### src/rtl/mips_pkg.sv
// Shared decode constants and record types for the p4 single-cycle control unit.
package mips_pkg;

    localparam logic [5:0] OP_RTYPE = 6'b000000;
    localparam logic [5:0] OP_J     = 6'b000010;
    localparam logic [5:0] OP_JAL   = 6'b000011;
    localparam logic [5:0] OP_BEQ   = 6'b000100;
    localparam logic [5:0] OP_ORI   = 6'b001101;
    localparam logic [5:0] OP_LUI   = 6'b001111;
    localparam logic [5:0] OP_LW    = 6'b100011;
    localparam logic [5:0] OP_SW    = 6'b101011;

    localparam logic [5:0] FN_JR    = 6'b001000;
    localparam logic [5:0] FN_ADDU  = 6'b100001;
    localparam logic [5:0] FN_SUBU  = 6'b100011;

    localparam logic [3:0] ALU_ADD  = 4'd0;
    localparam logic [3:0] ALU_SUB  = 4'd1;
    localparam logic [3:0] ALU_OR   = 4'd2;

    localparam logic [4:0] REG_RA   = 5'd31;

    typedef struct packed {
        logic addu;
        logic subu;
        logic jr;
        logic ori;
        logic lui;
        logic lw;
        logic sw;
        logic beq;
        logic j;
        logic jal;
    } instr_flags_t;

    typedef struct packed {
        logic [4:0]  rs;
        logic [4:0]  rt;
        logic [4:0]  rd;
        logic [15:0] imm;
        logic [25:0] index;
    } instr_fields_t;

endpackage

### src/rtl/mips_control_if.sv
// Bus between the control unit and the GF/ALU/DM/PC blocks around it.
interface mips_control_if;
    logic [31:0] Instr;
    logic [31:0] PC;
    logic [31:0] ReadGF1;
    logic [31:0] ReadGF2;
    logic [31:0] ReadDM;
    logic [31:0] ALUresult;
    logic        Jumpsign;
    logic [31:0] JumpAddr;
    logic        WEgf;
    logic [4:0]  WriteGFadd;
    logic [31:0] WriteGFdata;
    logic [4:0]  readGFadd1;
    logic [4:0]  readGFadd2;
    logic        WEdm;
    logic [31:0] WriteDMadd;
    logic [31:0] WriteDMdata;
    logic [31:0] readDMadd;
    logic [3:0]  ALUopcode;
    logic [31:0] ALUinput1;
    logic [31:0] ALUinput2;

    modport master (
        input  Instr, PC, ReadGF1, ReadGF2, ReadDM, ALUresult,
        output Jumpsign, JumpAddr, WEgf, WriteGFadd, WriteGFdata,
               readGFadd1, readGFadd2, WEdm, WriteDMadd, WriteDMdata,
               readDMadd, ALUopcode, ALUinput1, ALUinput2
    );

    modport slave (
        output Instr, PC, ReadGF1, ReadGF2, ReadDM, ALUresult,
        input  Jumpsign, JumpAddr, WEgf, WriteGFadd, WriteGFdata,
               readGFadd1, readGFadd2, WEdm, WriteDMadd, WriteDMdata,
               readDMadd, ALUopcode, ALUinput1, ALUinput2
    );
endinterface

### src/rtl/mips_decode.sv
// Splits an instruction word into its fields and a one-hot flag per supported instruction.
module mips_decode
    import mips_pkg::*;
(
    input  logic [31:0]   i_instr,
    output instr_flags_t  o_flags,
    output instr_fields_t o_fields
);

    logic [5:0] w_op;
    logic [5:0] w_funct;

    assign w_op    = i_instr[31:26];
    assign w_funct = i_instr[5:0];

    assign o_fields.rs    = i_instr[25:21];
    assign o_fields.rt    = i_instr[20:16];
    assign o_fields.rd    = i_instr[15:11];
    assign o_fields.imm   = i_instr[15:0];
    assign o_fields.index = i_instr[25:0];

    // Unrecognised encodings leave every flag clear and so decode as a nop.
    always_comb begin
        o_flags = '0;
        case (w_op)
            OP_RTYPE: begin
                o_flags.addu = (w_funct == FN_ADDU);
                o_flags.subu = (w_funct == FN_SUBU);
                o_flags.jr   = (w_funct == FN_JR);
            end
            OP_ORI:  o_flags.ori = 1'b1;
            OP_LUI:  o_flags.lui = 1'b1;
            OP_LW:   o_flags.lw  = 1'b1;
            OP_SW:   o_flags.sw  = 1'b1;
            OP_BEQ:  o_flags.beq = 1'b1;
            OP_J:    o_flags.j   = 1'b1;
            OP_JAL:  o_flags.jal = 1'b1;
            default: o_flags = '0;
        endcase
    end

endmodule

### src/rtl/mips_control.sv
// Single-cycle control: steers GF, ALU, DM and PC from the decoded instruction;
// a registered active flag holds off every side effect around reset.
module mips_control
    import mips_pkg::*;
(
    input  logic          clk,
    input  logic          reset_n,
    mips_control_if.master bus
);

    function automatic logic signed [31:0] sext16(input logic [15:0] v);
        return $signed({{16{v[15]}}, v});
    endfunction

    function automatic logic signed [31:0] branch_off(input logic [15:0] v);
        return $signed({{14{v[15]}}, v, 2'b00});
    endfunction

    instr_flags_t  w_flags;
    instr_fields_t w_fields;

    logic        r_active;
    logic [31:0] w_pc4;
    logic        w_jump;
    logic [31:0] w_jaddr;
    logic        w_we_gf;
    logic [4:0]  w_gf_wadd;
    logic [31:0] w_gf_wdata;
    logic        w_we_dm;
    logic [31:0] w_dm_wadd;
    logic [31:0] w_dm_wdata;
    logic [31:0] w_dm_radd;
    logic [3:0]  w_aluop;
    logic [31:0] w_in1;
    logic [31:0] w_in2;

    mips_decode u_decode (
        .i_instr  (bus.Instr),
        .o_flags  (w_flags),
        .o_fields (w_fields)
    );

    always_ff @(posedge clk) begin
        if (!reset_n) r_active <= 1'b0;
        else          r_active <= 1'b1;
    end

    assign w_pc4 = bus.PC + 32'd4;

    always_comb begin
        w_jump     = 1'b0;
        w_jaddr    = '0;
        w_we_gf    = 1'b0;
        w_gf_wadd  = '0;
        w_gf_wdata = '0;
        w_we_dm    = 1'b0;
        w_dm_wadd  = '0;
        w_dm_wdata = '0;
        w_dm_radd  = '0;
        w_aluop    = ALU_ADD;
        w_in1      = '0;
        w_in2      = '0;
        if (w_flags.addu || w_flags.subu) begin
            w_aluop    = w_flags.subu ? ALU_SUB : ALU_ADD;
            w_in1      = bus.ReadGF1;
            w_in2      = bus.ReadGF2;
            w_we_gf    = 1'b1;
            w_gf_wadd  = w_fields.rd;
            w_gf_wdata = bus.ALUresult;
        end else if (w_flags.jr) begin
            w_jump  = 1'b1;
            w_jaddr = bus.ReadGF1;
        end else if (w_flags.ori) begin
            w_aluop    = ALU_OR;
            w_in1      = bus.ReadGF1;
            w_in2      = {16'h0, w_fields.imm};
            w_we_gf    = 1'b1;
            w_gf_wadd  = w_fields.rt;
            w_gf_wdata = bus.ALUresult;
        end else if (w_flags.lui) begin
            w_in2      = {w_fields.imm, 16'h0};
            w_we_gf    = 1'b1;
            w_gf_wadd  = w_fields.rt;
            w_gf_wdata = bus.ALUresult;
        end else if (w_flags.lw) begin
            w_in1      = bus.ReadGF1;
            w_in2      = $unsigned(sext16(w_fields.imm));
            w_dm_radd  = bus.ALUresult;
            w_we_gf    = 1'b1;
            w_gf_wadd  = w_fields.rt;
            w_gf_wdata = bus.ReadDM;
        end else if (w_flags.sw) begin
            w_in1      = bus.ReadGF1;
            w_in2      = $unsigned(sext16(w_fields.imm));
            w_we_dm    = 1'b1;
            w_dm_wadd  = bus.ALUresult;
            w_dm_wdata = bus.ReadGF2;
        end else if (w_flags.beq) begin
            // Compare and target are local so the ALU stays free of branch work.
            w_jump  = (bus.ReadGF1 == bus.ReadGF2);
            w_jaddr = w_pc4 + $unsigned(branch_off(w_fields.imm));
        end else if (w_flags.j || w_flags.jal) begin
            w_jump  = 1'b1;
            w_jaddr = {w_pc4[31:28], w_fields.index, 2'b00};
            if (w_flags.jal) begin
                w_we_gf    = 1'b1;
                w_gf_wadd  = REG_RA;
                w_gf_wdata = w_pc4;
            end
        end
    end

    assign bus.readGFadd1  = w_fields.rs;
    assign bus.readGFadd2  = w_fields.rt;
    assign bus.Jumpsign    = w_jump & r_active;
    assign bus.JumpAddr    = w_jaddr;
    // Register 0 is hardwired, so a write aimed at it is suppressed here.
    assign bus.WEgf        = w_we_gf & (w_gf_wadd != 5'd0) & r_active;
    assign bus.WriteGFadd  = w_gf_wadd;
    assign bus.WriteGFdata = w_gf_wdata;
    assign bus.WEdm        = w_we_dm & r_active;
    assign bus.WriteDMadd  = w_dm_wadd;
    assign bus.WriteDMdata = w_dm_wdata;
    assign bus.readDMadd   = w_dm_radd;
    assign bus.ALUopcode   = w_aluop;
    assign bus.ALUinput1   = w_in1;
    assign bus.ALUinput2   = w_in2;

endmodule

### src/flat_wrapper.sv
// flat-port wrapper written by rule: the top's interface ports become plain ports
module mips_control_flat import mips_pkg::*;
  (clk, reset_n, bus_Instr, bus_PC, bus_ReadGF1, bus_ReadGF2, bus_ReadDM, bus_ALUresult, bus_Jumpsign, bus_JumpAddr, bus_WEgf, bus_WriteGFadd, bus_WriteGFdata, bus_readGFadd1, bus_readGFadd2, bus_WEdm, bus_WriteDMadd, bus_WriteDMdata, bus_readDMadd, bus_ALUopcode, bus_ALUinput1, bus_ALUinput2);
  mips_control_if bus_i ();
  input  logic clk;
  input  logic reset_n;
  input wire logic [$bits(bus_i.Instr)-1:0] bus_Instr;
  input wire logic [$bits(bus_i.PC)-1:0] bus_PC;
  input wire logic [$bits(bus_i.ReadGF1)-1:0] bus_ReadGF1;
  input wire logic [$bits(bus_i.ReadGF2)-1:0] bus_ReadGF2;
  input wire logic [$bits(bus_i.ReadDM)-1:0] bus_ReadDM;
  input wire logic [$bits(bus_i.ALUresult)-1:0] bus_ALUresult;
  output wire logic [$bits(bus_i.Jumpsign)-1:0] bus_Jumpsign;
  output wire logic [$bits(bus_i.JumpAddr)-1:0] bus_JumpAddr;
  output wire logic [$bits(bus_i.WEgf)-1:0] bus_WEgf;
  output wire logic [$bits(bus_i.WriteGFadd)-1:0] bus_WriteGFadd;
  output wire logic [$bits(bus_i.WriteGFdata)-1:0] bus_WriteGFdata;
  output wire logic [$bits(bus_i.readGFadd1)-1:0] bus_readGFadd1;
  output wire logic [$bits(bus_i.readGFadd2)-1:0] bus_readGFadd2;
  output wire logic [$bits(bus_i.WEdm)-1:0] bus_WEdm;
  output wire logic [$bits(bus_i.WriteDMadd)-1:0] bus_WriteDMadd;
  output wire logic [$bits(bus_i.WriteDMdata)-1:0] bus_WriteDMdata;
  output wire logic [$bits(bus_i.readDMadd)-1:0] bus_readDMadd;
  output wire logic [$bits(bus_i.ALUopcode)-1:0] bus_ALUopcode;
  output wire logic [$bits(bus_i.ALUinput1)-1:0] bus_ALUinput1;
  output wire logic [$bits(bus_i.ALUinput2)-1:0] bus_ALUinput2;
  assign bus_i.Instr = bus_Instr;
  assign bus_i.PC = bus_PC;
  assign bus_i.ReadGF1 = bus_ReadGF1;
  assign bus_i.ReadGF2 = bus_ReadGF2;
  assign bus_i.ReadDM = bus_ReadDM;
  assign bus_i.ALUresult = bus_ALUresult;
  assign bus_Jumpsign = bus_i.Jumpsign;
  assign bus_JumpAddr = bus_i.JumpAddr;
  assign bus_WEgf = bus_i.WEgf;
  assign bus_WriteGFadd = bus_i.WriteGFadd;
  assign bus_WriteGFdata = bus_i.WriteGFdata;
  assign bus_readGFadd1 = bus_i.readGFadd1;
  assign bus_readGFadd2 = bus_i.readGFadd2;
  assign bus_WEdm = bus_i.WEdm;
  assign bus_WriteDMadd = bus_i.WriteDMadd;
  assign bus_WriteDMdata = bus_i.WriteDMdata;
  assign bus_readDMadd = bus_i.readDMadd;
  assign bus_ALUopcode = bus_i.ALUopcode;
  assign bus_ALUinput1 = bus_i.ALUinput1;
  assign bus_ALUinput2 = bus_i.ALUinput2;
  mips_control u_core (.clk(clk), .reset_n(reset_n), .bus(bus_i));
endmodule
### config.mk
export PLATFORM = sky130hd
export DESIGN_NAME = mips_control_flat
export DESIGN_NICKNAME = d
export VERILOG_FILES = /design/src/rtl/mips_pkg.sv /design/src/rtl/mips_control_if.sv /design/src/rtl/mips_decode.sv /design/src/rtl/mips_control.sv /design/src/flat_wrapper.sv
export SDC_FILE = /design/constraint.sdc
export NUM_CORES = 1
export LEC_CHECK = 0
export BUFFER_PORTS_ARGS = -buffer_cell sky130_fd_sc_hd__buf_2
export CAP_MARGIN = 20
export CORE_AREA = 2 2 169 171
export DETAILED_ROUTE_END_ITERATION = 10
export DIE_AREA = 0 0 171 173
export MAX_ROUTING_LAYER = met4
export SETUP_SLACK_MARGIN = 0.15
export SLEW_MARGIN = 10
export SYNTH_ARGS = -nofsm -noshare
export SYNTH_HDL_FRONTEND = slang
export SYNTH_SLANG_ARGS = --single-unit
### constraint.sdc
create_clock -name clk -period 4.7 [get_ports clk]
set_input_delay 0.47 -clock clk [delete_from_list [all_inputs] [get_ports clk]]
set_output_delay 0.47 -clock clk [all_outputs]
set_load 0.005 [all_outputs]
* Word level (Yosys, flattened, before mapping)
Index checks and enable logic that the tools add are counted.
W data, S select, Z words.
** Storage, ports and cells
- Memory bits (read-only) :: 0
- Memories kept :: 0
- Logic and storage cells :: 113
- Input bits :: 194
- Bits in registers :: 1
- Latch bits :: 0
- Output and inout port bits :: 246
- Memory bits (writable) :: 0
** Cells by class
- Eq/ne operators :: 11
- Add/sub/neg operators :: 2
- Bitwise operators :: 4
- Multiplexer cells :: 91
- Reduce and logical (&&, ||, !) cells :: 4
- Order comparisons :: 0
- Shifts and indexed selects :: 0
- Div/mod/pow operators :: 0
- Multipliers :: 0
** Operators with widths (number)
- $mux W32 :: 46
- $mux W5 :: 9
- $add A32 B3 Y32 const B :: 1
- $add A32 B32 Y32 :: 1
- $eq A32 B32 Y1 :: 1
- $mux W1 :: 32
- $eq A6 B6 Y1 const B :: 4
- $eq A6 B4 Y1 const B :: 3
- $eq A6 B2 Y1 const B :: 2
- $mux W4 :: 2
- $eq A6 B3 Y1 const B :: 1
- $logic_not A6 Y1 :: 1
- $reduce_bool A5 Y1 :: 1
- $and A1 B1 Y1 :: 4
- $mux W3 :: 1
- $logic_or A1 B1 Y1 :: 2
- $mux W2 :: 1

* Depth between registers and ports, before layout
Gate-level depths: netlist of run 1.
- Depth in word-level cells :: 14
- Gate-level depth with buffers :: 17
- Mapped depth without buffers :: 17

* Modules after synthesis
A second synthesis of run 1 with hierarchy kept.
** Unflattened totals
- Cell total of the unflattened synthesis :: 934
- Area total of the unflattened synthesis :: 5985.7 sq um
** Modules (own cells, without submodules)
- mips_control :: seq. area each 20.0 sq um, cells an instance 857, area an instance 5426.5 sq um, times used 1
- mips_decode :: seq. area each 0.0 sq um, cells an instance 77, area an instance 559.3 sq um, times used 1

* Worst setup path before layout of run 1
Ideal clock, no wire load.
- Path type :: in2out
- From :: input port bus_PC[13]
- To :: output port bus_JumpAddr[31]
- Data required time :: 4230 ps
- Cell stages on the path :: 17
- Path slack :: 741 ps
- Path buffers :: 1
- Arrival time :: 3489 ps
- Path through :: nand3_1 -> nor2_1 -> and3_1 -> nand3_1 -> nor3_1 -> nand4_1 -> xnor2_1 -> ha_1 -> clkbuf_1 -> a211oi_1 -> o21ai_1 -> a31oi_1 -> o21ai_0 -> a211oi_2 -> xor2_1 -> or3_1 -> a32o_1
** Between the ends
- Longest elaborated chain between the ends :: 9
- Elaborated cells between the ends (all ways) :: 10
- Those cells by class :: add/sub: 2; mux: 8
** RTL lines
- start, declared :: line flat_wrapper.sv:8 : input wire logic [$bits(bus_i.PC)-1:0] bus_PC;
- $add A32 B3 Y32 (*) :: line mips_control.sv:48 : assign w_pc4 = bus.PC + 32'd4;
- $add A32 B32 Y32 / $mux W32 (equally long branches) :: line mips_control.sv:101, mips_control.sv:102
- $mux W32 (*) :: line mips_control.sv:98 : end else if (w_flags.beq) begin
- $mux W32 (*) :: line mips_control.sv:92 : end else if (w_flags.sw) begin
- $mux W32 (*) :: line mips_control.sv:85 : end else if (w_flags.lw) begin
- $mux W32 (*) :: line mips_control.sv:80 : end else if (w_flags.lui) begin
- $mux W32 (*) :: line mips_control.sv:73 : end else if (w_flags.ori) begin
- $mux W32 (*) :: line mips_control.sv:70 : end else if (w_flags.jr) begin
- $mux W32 (*) :: line mips_control.sv:63 : if (w_flags.addu || w_flags.subu) begin
- end, declared :: line flat_wrapper.sv:14 : output wire logic [$bits(bus_i.JumpAddr)-1:0] bus_JumpAddr;
Every way passes the cells marked *; elsewhere a longest branch is shown, timed or not.

* Worst setup path after layout of run 1
- From :: input port bus_PC[12]
- To :: output port bus_JumpAddr[31]
Same word-level chain as after synthesis.

==> key figures, run 1 <==
Floorplan
  – Die X: 171 um
  – Core Footprint: roughly 0.028 sq mm
  – Die H: 173 um
  – # IOs: 440
  – Die ar.: 0.0296 sq mm
  – Initial core utilization: 0.184
  – Row count: 61

Logic synthesis
  – EDFF count, synth: 0
  – Syn avg cell area: ~6.3 sq um
  – Mapped Cells: around 810
  – Yosys warns: 0
  – Synth cell types: a little under 60
  – Top_reg_cell synth: dfxtp_1
  – Sequential area share after synthesis: 0.00393
  – Synth Register Bits: 1
  – Asr flop ratio synth: 0
  – Netlist Area Pre-Place: roughly 0.0051 sq mm

Placed design
  – Routability congestion estimate: 0.890
  – Setup WS pre-CTS: between 100 and 150 ps
  – Inst Count DP: between 1500 and 2000
  – I/O Buffers: 437
  – HPWL after detailed placement: approximately 32000 um

Setup path
  – Crit-path cells: buf_2 > nand3_1 > nor2_2 > and3_1 > nand3_1 > or3_4 > nor2_2 > xor2_1 > ha_2 > and3_1 > nor2b_1 > and3_1 > a211oi_2 > xor2_1 > or3_1 > a32o_1 > buf_2
  – Max stage delay on crit path: about 450 ps
  – Slowest-stage cell, CP: or3_4
  – Worst-path fanout max: 6
  – CP Launch Type: primary input
  – Buf/Inv on CP: 2
  – Critical Path Sink Type: primary output
  – Most common cell on crit path: and3_1
  – CP Class: in -> out
  – Critical Path RT: about 4200 ps
  – Top Family by Delay on Critical Path: simple AND/OR/NAND/NOR gates
  – WP data arrival: 3870 ps

Cells and area
  – Max reg flops: 1
  – Layout cells sized above 1: 0.402
  – Final core utilization: 0.282
  – Largest registers: u_core.r_active: 1 flops
  – Fillers: approximately 3100
  – Final net count: 1452
  – Final Non-Filler Cells: 1602
  – Top reg by flops: u_core.r_active
  – Commonest non-fill, non-tap cell in the layout: buf_2
  – Area growth from synthesis to layout: 53.2%
  – Most frequent cells in the layout: buf_2 (437), nand2_1 (114), and3_1 (77)

Timing
  – Hold WS: approximately 580 ps
  – Worst slew pin tran: approximately 1100 ps
  – Fin crit share: 0.924
  – RSZ-0062 raised after global routing: yes
  – Final setup margin: 356 ps
  – Slew HR: 0.245
  – Pins over their slew limit: 0
  – Fin Setup TNS: 0 ps
  – Final Hold Viols: 0
  – Peak Freq: roughly 230 MHz
  – Fin crit period: between 4000 and 5000 ps
  – Final setup viols: 0

Flow run
  – Maxcap violations: 0

Global route
  – Tot GR Track Use: 0.239
  – Grt ovf: 0
  – Initial antenna violation count: 5
  – Largest net degree at the start of global routing: 66
  – First-pass GRT wire length: approximately 50000 um
  – Vias in the first global route: between 7000 and 8000

Pwr
  – Power density of the placed cells: 78.8 mW/mm^2
  – VDD IR-drop max: approximately 40 uV
  – Leakage power: roughly 4.4 nW

Route
  – DRT Wirelength: roughly 37000 um
  – Wirelength per Cell: about 23 um
  – Drt initial violations: 384
  – DRC viols: 0
  – Vias/cell: 4.91
  – Vias: 7871
  – Routed Antenna Nets: 0
  – Drt pass-1 iters: 5

CTS
  – Clock slew at reported path FFs: 0 ps

Min path
  – Hold WC Path Type: in -> reg

Outcome
  – Outcome: complete, no violations
[layer usage]
metal | track usage | part of all wire
met5 | - | 0
met4 | 0.0399 | 0.020
met3 | 0.0325 | 0.067
met2 | 0.410 | 0.47
met1 | 0.301 | 0.44
[synthesized netlist by cell type (4+ instances only)]
| master | number | share of area |
|---|---|---|
| a21o_1 | 10 | 0.015 |
| a21oi_1 | 37 | 0.036 |
| a221o_1 | 7 | 0.014 |
| a222oi_1 | 7 | 0.014 |
| a22o_1 | 20 | 0.034 |
| a22oi_1 | 39 | 0.058 |
| and2_1 | 33 | 0.041 |
| and3_1 | 77 | 0.095 |
| buf_2 | 8 | 0.0079 |
| buf_4 | 12 | 0.018 |
| clkbuf_1 | 37 | 0.027 |
| ha_1 | 35 | 0.086 |
| inv_1 | 22 | 0.016 |
| nand2_1 | 114 | 0.084 |
| nand2b_1 | 7 | 0.0086 |
| nand3_1 | 19 | 0.019 |
| nand4_1 | 18 | 0.022 |
| nor2_1 | 53 | 0.039 |
| nor2b_1 | 40 | 0.049 |
| nor3_1 | 16 | 0.016 |
| o21a_1 | 4 | 0.0059 |
| o21ai_0 | 46 | 0.045 |
| o21ai_1 | 16 | 0.016 |
| xnor2_1 | 65 | 0.11 |
| xor2_1 | 17 | 0.029 |
[stage by stage]
stage | power, mW | cell area (sq um)
2_1_floorplan | 0.310 | 5090
3_3_place_gp | 0.610 | 7720
3_5_place_dp | 0.608 | 7720
4_1_cts | 0.611 | 7730
5_1_grt | 0.667 | 7800
6_report | 0.614 | 7800
[final timing paths]
check | startpoint | end | slack, ps | depth (start not counted)
hold / removal | reset_n | u_core.r_active$_DFF_P_ | 580 | 1
setup / recovery | bus_PC[12] | bus_JumpAddr[31] | 360 | 17
[layout make-up]
class                           count  area (sq um)  area share
Tap cell                          378           473      0.0607
Antenna cell                        4          10.0     0.00128
Multi-Input combinational cell    731          4790       0.615
Sequential cell                     1          20.0     0.00257
Inverter                           22          82.6      0.0106
Timing Repair Buffer              466          2420       0.310
[logic make-up after synthesis]
logic type,synth area share
buffers and inverters,0.0713
xor gates and xnor gates,0.141
adders and majority gates,0.0899
other,0.000737
AOI/OAI and AO/OA,0.287
muxes,0.00811
and+or+nand+nor,0.398
DFF,0.00393
[power by group]
| group | leakage (nW) | internal [mW] | switching (mW) | total [mW] |
|---|---|---|---|---|
| registers | 0.00844 | 0.00914 | 0.000547 | 0.00968 |
| clock network | 0.0000254 | 0.000000114 | 0 | 0.000000114 |
| logic | 4.43 | 0.244 | 0.361 | 0.604 |
| total | 4.44 | 0.253 | 0.361 | 0.614 |
[timing repair]
item / CTS / global route
hold buffers: 0 / 0
setup endpoints to repair: 1 / 9
pin swaps: 0 / 2
cloned: 0 / 0
hold endpoints to repair: 0 / 0
gates resized for setup: 1 / 12
setup buffers: 0 / 1
No activity file was read; power rests on OpenSTA's default activity.
==> inputs of run 2 (changes only) <==
- ABC_AREA: default -> 1
- CORE_AREA: 2 2 169 171 -> 2 2 171 173
- DIE_AREA: 0 0 171 173 -> 0 0 173 175
==> run 2 against run 1 <==
Via count increased by 30%. Sequential cell count did not move. Combinational power increased by 5.1%. Hold slack worse by 1.8 ps. Die area up 2.3%. Power increased by 5.0%. First-iteration DRC count is 100% higher. Utilization up 3.1 points. Critical endpoint is now bus_JumpAddr[19]. Largest cell class unchanged.
==> key figures, run 2 <==
Timing
  – Fin Setup TNS: 0 ps
  – Final setup viols: 0
  – Slew HR: 0.300
  – Fin crit share: 0.850
  – Final setup margin: approximately 700 ps
  – Hold WS: between 500 and 600 ps
  – Worst slew pin tran: ~1000 ps
  – RSZ-0062 raised after global routing: no
  – Peak Freq: around 250 MHz
  – Final Hold Viols: 0
  – Fin crit period: 4000 ps
  – Pins over their slew limit: 0

Min path
  – Hold WC Path Type: in -> reg
  – HP Start: reset_n
  – WHS Path Cells: 1

Global route
  – Vias in the first global route: ~9000
  – First-pass GRT wire length: approximately 55000 um
  – Largest net degree at the start of global routing: 40
  – Tot GR Track Use: 0.237
  – Initial antenna violation count: 5
  – Grt ovf: 0

Logic synthesis
  – Synth Register Bits: 1
  – Top_reg_cell synth: dfxtp_1
  – Asr flop ratio synth: 0
  – Sequential area share after synthesis: 0.00312
  – Yosys warns: 0
  – Post-synth top area share: 0.237
  – Synth area leader: nand2_1
  – Count leader, synth: nand2_1
  – Synth cell types: between 40 and 50
  – Synth cell count leaders: nand2_1 (406), inv_1 (247), nor2_1 (210), o21ai_0 (83), nand3_1 (73)
  – Mapped Cells: roughly 1400
  – Syn avg cell area: between 4 and 5 sq um
  – Top post-synthesis cells by area: nand2_1 (24%), inv_1 (14%), nor2_1 (12%), ha_1 (6.8%), o21ai_0 (6.5%)
  – EDFF count, synth: 0
  – Netlist Area Pre-Place: between 0.006 and 0.007 sq mm

Cells and area
  – Most frequent cells in the layout: buf_2 (437), nand2_1 (405), inv_1 (246)
  – Area growth from synthesis to layout: 38.5%
  – Commonest non-fill, non-tap cell in the layout: buf_2
  – Final net count: between 1500 and 2000
  – Design Area, Final: 0.00889 sq mm
  – Max reg flops: 1
  – Top reg by flops: u_core.r_active
  – Final core utilization: 0.313
  – Largest registers: u_core.r_active: 1 flops
  – Layout cells sized above 1: 0.273

Setup path
  – Setup crit start: bus_PC[2]
  – Worst-path fanout max: 5
  – CP Launch Type: primary input
  – Critical Path RT: 4230 ps
  – Critical Path Sink Type: primary output
  – WP data arrival: about 3500 ps
  – CP Class: in -> out

Route
  – Drt initial violations: between 700 and 800
  – Routed Antenna Nets: 0
  – Wirelength per Cell: between 15 and 20 um
  – Drt pass-1 iters: 6
  – Vias: 10300
  – Vias/cell: between 4 and 5
  – DRC viols: 0
  – DRT Wirelength: between 30000 and 40000 um

Floorplan
  – # IOs: between 400 and 500
  – Die X: between 150 and 200 um
  – Row count: 62
  – Core Footprint: between 0.02 and 0.03 sq mm
  – Die ar.: 0.0303 sq mm
  – Die H: 175 um
  – Initial core utilization: 0.226

CTS
  – Clock slew at reported path FFs: 0 ps
  – Cells resized by post-CTS repair: 0
  – Post-CTS Setup Repair Bufs: 0
  – Hold buffers post-CTS: 0

Pwr
  – Power density of the placed cells: ~72 mW/mm^2
  – VDD IR-drop max: roughly 31 uV
  – Leakage power: about 6 nW

Placed design
  – HPWL after detailed placement: approximately 33000 um
  – I/O Buffers: about 440
  – Setup WS pre-CTS: 735 ps
  – Placed inst area: slightly below 0.009 sq mm
  – Routability congestion estimate: ~0.99

Outcome
  – Outcome: complete, no violations

Flow run
  – Maxcap violations: 0
run 2: cell types whose count changed in the layout (fill, tap and decap cells not counted), sizes merged, moves of 29 or more:
cell	previous run	this run
nor2b	40	0
inv	22	250
nor2	53	218
nand3	19	75
and3	77	0
a21oi	37	66
xnor2	65	9
nand2	114	411
run 2: final cells by class:
type / instances / area [sq um]
fillers: 3387 / 19500
multi-input cells: 1053 / 5180
repair buffers: 447 / 2260
inverters: 250 / 938
well taps: 384 / 480
flip-flops and latches: 1 / 20.0
diodes: 5 / 12.5
run 2: logic make-up after synthesis:
group | synth area share
DFF | 0.00312
AOI/OAI and AO/OA | 0.196
buffers and inverters | 0.192
other | 0.000584
and+or+nand+nor | 0.502
xor gates and xnor gates | 0.0351
adders and majority gates | 0.0713
run 2: final timing paths:
| path | end | slack (ps) |
|---|---|---|
| max | bus_JumpAddr[19] | 700 |
| min | u_core.r_active$_DFF_P_ | 570 |
run 2: report_power, final:
| part | internal [mW] | switching (mW) | total (mW) |
|---|---|---|---|
| combinational | 0.224 | 0.411 | 0.635 |
| clock | 0.0000000996 | 0 | 0.0000000997 |
| sequential | 0.00914 | 0.000539 | 0.00968 |
run 2: worst max-delay path, cell delays in order:
cell	delay, ps
buf_2	130
ha_1	200
nand2_1	70
nor2_2	230
nand2_2	110
nor2_2	110
nand3_2	120
xnor2_1	380
ha_1	380
a21oi_1	410
and2_1	200
nand2_1	100
inv_1	90
nand2_1	60
nand2_1	50
nand3_1	70
nand2_1	110
o21ai_0	100
buf_2	140
run 2: per-layer routing:
layer / global-route usage / routed length (um) / part of all wire / vias to the layer above
li1: - / - / - / 5084
met2: 0.407 / 18500 / 0.48 / 464
met5: - / 0 / 0 / -
met3: 0.0296 / 2290 / 0.060 / 64
met4: 0.0639 / 1190 / 0.031 / 0
met1: 0.293 / 16200 / 0.42 / 4651
run 2: stage by stage:
| step | total power [mW] | instances |
|---|---|---|
| 2_1_floorplan | 0.363 | 1358 |
| 4_1_cts | 0.640 | 2134 |
| 6_report | 0.645 | 2140 |
| 3_3_place_gp | 0.638 | 2134 |
| 3_5_place_dp | 0.636 | 2134 |
| 5_1_grt | 0.712 | 2140 |
==> inputs of run 3 (changes only) <==
- clock period: 4.7 -> 3.8 ns (I/O delays scaled with it)
==> run 3 against run 2 <==
Utilization rose by 1.5 points. Sequential cell count did not move. First-iteration DRC count rose by 10%. Final area rose by 4.7%. Worst setup slack got worse by 420 ps. Largest cell class unchanged. Critical path depth fell by 1. Die area did not move. Hold slack got worse by 89 ps.
==> key figures, run 3 (synthesis gave the netlist of run 2 again) <==
Timing
  – Fin crit period: approximately 3500 ps
  – Worst slew pin tran: between 1000 and 1500 ps
  – Final Hold Viols: 0
  – Slew HR: 0.254
  – Final setup viols: 0
  – Fin Setup TNS: 0 ps
  – Final setup margin: 282 ps
  – RSZ-0062 raised after global routing: yes
  – Fin crit share: 0.926
  – Peak Freq: ~280 MHz
  – Pins over their slew limit: 0

Setup path
  – Worst-path fanout max: 5
  – CP Launch Type: primary input
  – CP Class: in -> out
  – Critical Path RT: around 3400 ps
  – Critical Path Sink Type: primary output
  – WP data arrival: ~3100 ps

Flow run
  – Maxcap violations: 0

CTS
  – Hold buffers post-CTS: 0
  – Clock slew at reported path FFs: 0 ps

Floorplan
  – # IOs: 440
  – Core Footprint: 0.0284 sq mm
  – Initial core utilization: 0.226
  – Die X: around 170 um
  – Row count: 62
  – Die ar.: roughly 0.03 sq mm
  – Die H: ~180 um

Placed design
  – HPWL after detailed placement: 33300 um
  – I/O Buffers: 437
  – Setup WS pre-CTS: between 50 and 60 ps
  – Routability congestion estimate: about 0.96

Cells and area
  – Top reg by flops: u_core.r_active
  – Layout cells sized above 1: 0.305
  – Max reg flops: 1
  – Commonest non-fill, non-tap cell in the layout: buf_2
  – Most frequent cells in the layout: buf_2 (437), nand2_1 (401), inv_1 (244)
  – Final net count: ~2000
  – Area growth from synthesis to layout: 45.1%
  – Largest registers: u_core.r_active: 1 flops

Route
  – Vias/cell: 4.73
  – Vias: slightly above 10000
  – Drt initial violations: roughly 860
  – DRT Wirelength: 38000 um
  – Routed Antenna Nets: 0
  – Drt pass-1 iters: 5
  – DRC viols: 0
  – Wirelength per Cell: approximately 18 um

Min path
  – HP Start: reset_n
  – Hold Path Sink: u_core.r_active$_DFF_P_
  – Hold WC Path Type: in -> reg
  – WHS Path Cells: 1

Pwr
  – Total chip power: approximately 0.84 mW
  – Power density of the placed cells: roughly 90 mW/mm^2
  – Leakage power: slightly above 6 nW
  – VDD IR-drop max: approximately 33 uV

Global route
  – Grt ovf: 0
  – Largest net degree at the start of global routing: 47
  – Initial antenna violation count: 3
  – First-pass GRT wire length: about 55000 um
  – Tot GR Track Use: 0.238
  – Vias in the first global route: between 9000 and 10000

Outcome
  – Outcome: complete, no violations
==> run 3: per-layer routing <==
metal	GRT usage	up-vias	wire length [um]
li1	-	5110	-
met1	0.299	4619	16200
met2	0.405	431	18300
met3	0.0231	65	2180
met4	0.0717	0	1330
met5	-	-	0
==> run 3: area by class of cell <==
| cell class | count | area, sq um |
|---|---|---|
| Sequential cell | 1 | 20.0 |
| Tap cell | 384 | 480 |
| Timing Repair Buffer | 470 | 2450 |
| Antenna cell | 3 | 7.51 |
| Multi-Input combinational cell | 1053 | 5420 |
| Inverter | 250 | 938 |
| Fill cell | 3386 | 19100 |
==> run 3: how the worst max path moves through the flow <==
stage | start | end
after floorplan | bus_PC[2] | bus_JumpAddr[26]
after global placement | bus_PC[2] | bus_JumpAddr[31]
after detailed placement | bus_PC[2] | bus_JumpAddr[29]
after CTS | bus_PC[10] | bus_JumpAddr[30]
after global routing | bus_PC[10] | bus_JumpAddr[29]
final | bus_PC[10] | bus_JumpAddr[26]
==> run 3: stage by stage <==
step,utilization,area (sq um),hold WS (ps),std cells
after global routing,0.328,9320,486,2161
after floorplan,-,6430,408,1358
after CTS,0.318,9030,485,2151
after detailed placement,0.318,9010,485,2151
after global placement,0.318,9010,483,2151
final,0.328,9320,485,2161
==> run 3: critical path, stage by stage <==
cell,delay [ps]
buf_2,130
nand2_1,140
nor2_2,170
nand3_1,150
nor2_4,170
nand2_1,110
xnor2_2,190
buf_4,150
ha_1,400
nand2_2,110
nor2_1,210
and2_1,180
nand3_1,150
nand4_1,130
nand3_1,120
nand2_1,80
nand2_1,40
buf_2,130
==> run 3: timing repair <==
item	in CTS	in global routing
gates resized for setup	2	46
setup buffers	0	7
endpoints found under the setup margin	7	23
pin swaps	0	6
==> run 3: power by group <==
| group | total, mW | internal (mW) | switching (mW) |
|---|---|---|---|
| sequential | 0.0120 | 0.0113 | 0.000691 |
| clock | 0.000000106 | 0.000000106 | 0 |
| combinational | 0.830 | 0.305 | 0.525 |
